### src/rtl/bus_pkg.sv
// Shared definitions for the serial-bus arbiter: controller state encoding and bus frame geometry.
package bus_pkg;

    typedef enum logic [1:0] {
        ST_IDLE = 2'd0,
        ST_BUSY = 2'd1,
        ST_TURN = 2'd2
    } bus_state_e;

    localparam int ADDR_BITS  = 12;
    localparam int DATA_BITS  = 8;
    localparam int FRAME_BITS = ADDR_BITS + DATA_BITS;

endpackage

### src/rtl/rr_pick.sv
// Combinational round-robin picker: returns the first requester after last_owner, wrapping at N.
module rr_pick
    import bus_pkg::*;
#(
    parameter int N    = 2,
    parameter int ID_W = 1
) (
    input  logic [N-1:0]    req,
    input  logic [ID_W-1:0] last_owner,
    output logic            found,
    output logic [ID_W-1:0] pick
);

    int cand_s;

    // Scan offsets 1..N from last_owner so the previous owner is considered last.
    always_comb begin
        found  = 1'b0;
        pick   = {ID_W{1'b0}};
        cand_s = 0;
        for (int off = 1; off <= N; off++) begin
            cand_s = (int'(last_owner) + off) % N;
            pick   = (!found && req[cand_s[ID_W-1:0]]) ? cand_s[ID_W-1:0] : pick;
            found  = found | req[cand_s[ID_W-1:0]];
        end
    end

endmodule

### src/rtl/bus_arbiter.sv
// Round-robin owner arbiter for the serial system bus, with one dead cycle between owners
// and a watchdog that reclaims the bus from an owner that never finishes its frame.
module bus_arbiter
    import bus_pkg::*;
#(
    parameter int NUM_MASTERS = 2,
    parameter int ID_W        = 1,
    parameter int TIMEOUT     = 64,
    parameter int TO_W        = 7
) (
    input  logic                   clk,
    input  logic                   reset,
    input  logic [NUM_MASTERS-1:0] m_req,
    input  logic                   tx_done,
    output logic [NUM_MASTERS-1:0] grant,
    output logic [ID_W-1:0]        owner,
    output logic                   bus_busy,
    output logic                   timeout_err
);

    localparam logic [TO_W-1:0]        WD_LAST = TO_W'(TIMEOUT - 1);
    localparam logic [TO_W-1:0]        WD_ONE  = {{(TO_W-1){1'b0}}, 1'b1};
    localparam logic [TO_W-1:0]        WD_MAX  = {TO_W{1'b1}};
    localparam logic                   WD_EN   = (TIMEOUT != 0);
    localparam logic [NUM_MASTERS-1:0] GRANT_0 = {{(NUM_MASTERS-1){1'b0}}, 1'b1};
    localparam logic [ID_W-1:0]        LAST_ID = ID_W'(NUM_MASTERS - 1);

    bus_state_e             state_q, state_d;
    logic [NUM_MASTERS-1:0] grant_q, grant_d;
    logic [ID_W-1:0]        owner_q, owner_d;
    logic [ID_W-1:0]        last_owner_q, last_owner_d;
    logic                   busy_q, busy_d;
    logic                   timeout_err_q, timeout_err_d;
    logic [TO_W-1:0]        wd_cnt_q, wd_cnt_d;

    logic                   found_s;
    logic [ID_W-1:0]        pick_s;
    logic                   wd_expire_s;

    rr_pick #(
        .N    (NUM_MASTERS),
        .ID_W (ID_W)
    ) u_rr_pick (
        .req        (m_req),
        .last_owner (last_owner_q),
        .found      (found_s),
        .pick       (pick_s)
    );

    assign wd_expire_s = WD_EN && (wd_cnt_q == WD_LAST);

    // Next-state and output decode for the IDLE/BUSY/TURN controller.
    always_comb begin
        state_d       = state_q;
        grant_d       = grant_q;
        owner_d       = owner_q;
        last_owner_d  = last_owner_q;
        busy_d        = busy_q;
        timeout_err_d = 1'b0;
        wd_cnt_d      = wd_cnt_q;

        case (state_q)
            ST_IDLE: begin
                grant_d = {NUM_MASTERS{1'b0}};
                busy_d  = 1'b0;
                if (found_s) begin
                    state_d      = ST_BUSY;
                    grant_d      = GRANT_0 << pick_s;
                    owner_d      = pick_s;
                    last_owner_d = pick_s;
                    busy_d       = 1'b1;
                    wd_cnt_d     = {TO_W{1'b0}};
                end else begin
                    state_d = ST_IDLE;
                end
            end
            ST_BUSY: begin
                wd_cnt_d = (wd_cnt_q == WD_MAX) ? wd_cnt_q : (wd_cnt_q + WD_ONE);
                // Completion outranks the watchdog, so a frame finishing on the last allowed cycle is not an error.
                if (tx_done || !m_req[owner_q]) begin
                    state_d = ST_TURN;
                    grant_d = {NUM_MASTERS{1'b0}};
                    busy_d  = 1'b0;
                end else if (wd_expire_s) begin
                    state_d       = ST_TURN;
                    grant_d       = {NUM_MASTERS{1'b0}};
                    busy_d        = 1'b0;
                    timeout_err_d = 1'b1;
                end else begin
                    state_d = ST_BUSY;
                end
            end
            ST_TURN: begin
                state_d = ST_IDLE;
                grant_d = {NUM_MASTERS{1'b0}};
                busy_d  = 1'b0;
            end
            default: begin
                state_d = ST_IDLE;
                grant_d = {NUM_MASTERS{1'b0}};
                busy_d  = 1'b0;
            end
        endcase
    end

    // State, grant, owner, watchdog and round-robin pointer registers.
    always_ff @(posedge clk) begin
        if (!reset) begin
            state_q       <= ST_IDLE;
            grant_q       <= {NUM_MASTERS{1'b0}};
            owner_q       <= {ID_W{1'b0}};
            last_owner_q  <= LAST_ID;
            busy_q        <= 1'b0;
            timeout_err_q <= 1'b0;
            wd_cnt_q      <= {TO_W{1'b0}};
        end else begin
            state_q       <= state_d;
            grant_q       <= grant_d;
            owner_q       <= owner_d;
            last_owner_q  <= last_owner_d;
            busy_q        <= busy_d;
            timeout_err_q <= timeout_err_d;
            wd_cnt_q      <= wd_cnt_d;
        end
    end

    assign grant       = grant_q;
    assign owner       = owner_q;
    assign bus_busy    = busy_q;
    assign timeout_err = timeout_err_q;

endmodule

### config.mk
export PLATFORM = sky130hd
export DESIGN_NAME = bus_arbiter
export DESIGN_NICKNAME = d
export VERILOG_FILES = /design/src/rtl/bus_pkg.sv /design/src/rtl/rr_pick.sv /design/src/rtl/bus_arbiter.sv
export SDC_FILE = /design/constraint.sdc
export NUM_CORES = 1
export LEC_CHECK = 0
export ABC_AREA = 1
export BUFFER_PORTS_ARGS = -buffer_cell sky130_fd_sc_hd__buf_4
export CAP_MARGIN = 25
export CORE_UTILIZATION = 50
export DETAILED_ROUTE_END_ITERATION = 8
export PLACE_DENSITY = 0.7
export SETUP_SLACK_MARGIN = 0.3
export SYNTH_ARGS = -nofsm -noshare
export SYNTH_HDL_FRONTEND = slang
export SYNTH_HIERARCHICAL = 1
export SYNTH_SLANG_ARGS = --single-unit
### constraint.sdc
create_clock -name clk -period 1.4 [get_ports clk]
set_input_delay 0.07 -clock clk [delete_from_list [all_inputs] [get_ports clk]]
set_output_delay 0.07 -clock clk [all_outputs]
set_load 0.01 [all_outputs]
==> summary.md <==
| Metric | Value |
|---|---|
| Run status | `finished clean` |
| Seq/Total Area, Yosys | `37.15%` |
| Post-synth ARST share | `0%` |
| Mapped Cells | `108` |
| Share of the synthesized area in the top cell type | `37.15%` |
| Area Overhead vs Synth | `30.80%` |
| Ports | `10` |
| RSZ-0062 raised after global routing | `yes` |
| Max-Cap Viols | `0` |
| Pins Over Slew Limit | `0` |
| Total grt overflow | `0` |
| Vias per cell | `5.357` |
| Synth top area cells | `dfxtp_1, nand2_1, nand3_1, a21oi_1, inv_1` |
| Worst-Margin Slew | `0.2882 ns` |
| Hold-fix buffers at CTS | `0` |
| Clk_skew | `0.002830 ns` |
| Die width | `42.21 um` |
| Die area | `1781 um^2` |
| Syn nets | `114` |
| Crit-path cells | `ha_4, nand2_4, nor2_4, nand2_4, nand2_8, nand2_4, nor2_1, a21oi_1` |
| Rows | `14` |
| Initial Util | `53.65%` |
| Static leakage | `0.4899 nW` |
| Router iterations before antenna repair | `5` |
| Post-DRT Antenna Nets | `0` |
| Top Family by Delay on Critical Path | `simple AND/OR/NAND/NOR gates` |
| Die height | `42.21 um` |
| Ys flop type | `dfxtp_1` |
| CTS Sinks | `15` |
| Finished Layout Cells | `143` |
| Drt first-iter violations | `24` |
| Largest net degree at the start of global routing | `13` |
| Initial antenna violation count | `0` |
| Critical Path RT | `1.59 ns` |
| Worst relative slew slack | `80.72%` |
| Flops & latches, synth | `15` |
| Commonest cells in the netlist | `nand2_1, dfxtp_1, nand3_1` |
| First-pass GRT wire length | `2.967 mm` |
| HPWL after DPL | `1.143 mm` |
| Nets@finish | `134` |
| Pwr per Cell Area | `960.9 nW/um^2` |
| Most used cell, CP | `nand2_4` |
| Mapped Area | `808.3 um^2` |
| CTS tree | `done` |
| EDFF count, synth | `0` |
| Final Critical Period | `1.194 ns` |
| CP max stage cell | `dfxtp_4` |
| Routed via count | `766` |
| CTS Buffer Depth | `2` |
| Setup violators final | `0` |
| Synth Warn # | `6` |
| Clock transition time at the flip-flop clock pins of the worst setup and hold paths | `0.10 ns` |
| CP Launch Type | `register` |
| CP Class | `reg2reg` |
| HP Class | `in2reg` |
| Critical Path End Type | `register` |
| Synthesized area per cell | `7.484 um^2` |
| Routed WL per cell | `12.48 um` |
| Placed cells | `130` |
| Global Route Usage Sum | `21.61%` |
| Worst Path Max Fanout | `7` |
| Final wirelength | `1.784 mm` |
| # diodes | `0` |
| Synth cell types | `27` |
| CP peak stage delay | `0.37 ns` |
| WHS | `0.03137 ns` |
| Cell with the most instances after synthesis | `nand2_1` |
| Maximum clock rate | `837.8 MHz` |
| Clk Latency, worst-skew pair | `0.30 ns` |
| Buf/Inv on CP | `0` |
| Number of global-route vias before repair | `704` |
| Core area | `1506 um^2` |
| Max VDD drop | `0.0007303 V` |
| Fin. Hold Viols | `0` |
| Fin util | `70.18%` |
| Share of cells above drive strength 1 | `42.52%` |
| Input/output buffers | `9` |
| Crit path DAT | `1.39 ns` |
| H-tree levels | `1` |
| Setup_tns | `0 ns` |
| Area leader, netlist | `dfxtp_1` |
| TritonCTS Buffers | `3` |
| CTS root buf | `clkbuf_4` |
| RePlAce Congestion | `0.8027` |
| DRC Markers | `0` |
| Tcrit/Tclk final | `85.26%` |
state kept, by name, summed over array words and instances (netlist names):
signal	count
timeout_err	1
wd_cnt_q	7
grant	2
state_q	2
last_owner_q	1
owner	1
bus_busy	1
logic make-up after synthesis:
kind of cell | Yosys count | share of synthesized area (%)
flops | 15 | 37.15
compound gates | 14 | 9.753
fa+ha+maj | 1 | 1.548
simple gates | 58 | 40.56
buf+inv | 19 | 9.906
xor+xnor | 1 | 1.084
final cells by class:
class | count | area, um^2
Sequential cell | 15 | 309.0
Clock inverter | 1 | 6.256
Timing Repair Buffer | 18 | 151.4
Tap cell | 16 | 20.02
Multi-Input combinational cell | 75 | 491.7
Fill cell | 121 | 449.2
Inverter | 15 | 56.30
Clock buffer | 3 | 22.52
worst paths after layout:
kind                                                 from                        end  slack [ns]  cells past startpoint
worst max register to register   wd_cnt_q[0]$_SDFFE_PN0P_   wd_cnt_q[1]$_SDFFE_PN0P_        0.21                      8
worst max-delay path             wd_cnt_q[0]$_SDFFE_PN0P_   wd_cnt_q[1]$_SDFFE_PN0P_        0.21                      8
worst min register to register  last_owner_q$_SDFFE_PN1P_  last_owner_q$_SDFFE_PN1P_        0.49                      2
worst min-delay path                                reset  last_owner_q$_SDFFE_PN1P_        0.03                      2
metrics by stage:
| step | cell area [um^2] | total power, mW | setup slack, ns |
|---|---|---|---|
| detailed placement | 902.1 | 0.6836 | 0.1661 |
| CTS | 991.0 | 0.9724 | 0.1981 |
| global placement | 902.1 | 0.6799 | 0.2013 |
| finish | 1057 | 1.016 | 0.2064 |
| global route | 1057 | 1.069 | 0.1512 |
| floorplan | 830.8 | 0.6365 | 0.2947 |
power by group:
part	switching (mW)	leakage [nW]	internal [mW]	total [mW]
clock	0.163	0.0183	0.111	0.273
sequential	0.0231	0.125	0.459	0.482
combinational	0.143	0.347	0.118	0.261
cells in the final DEF, fill, tap and decap left out, types with 2 or more instances in the layout:
cell type / n
nand2_1: 17
buf_4: 16
dfxtp_1: 12
nand3_1: 10
a21oi_1: 9
inv_1: 8
inv_2: 7
nor2_1: 7
nand2_4: 4
nor2_4: 3
nor2_2: 3
nand3_2: 3
nand2_2: 3
nand4_1: 3
clkbuf_4: 3
a21oi_2: 2
dfxtp_4: 2
what timing repair did:
item / 4_1_cts / 5_1_grt
setup endpoints to repair: 12 / 13
buffers inserted: 5 / 3
resized for setup: 6 / 9
cloned: 0 / 1
pin swaps: 2 / 6
routing by layer:
metal,track usage [%],wire length [um]
met1,29.49,881
met2,32.62,825
met3,4.310,45
met4,10.00,32
met5,0,0
Power figures use the tool's default switching activity.
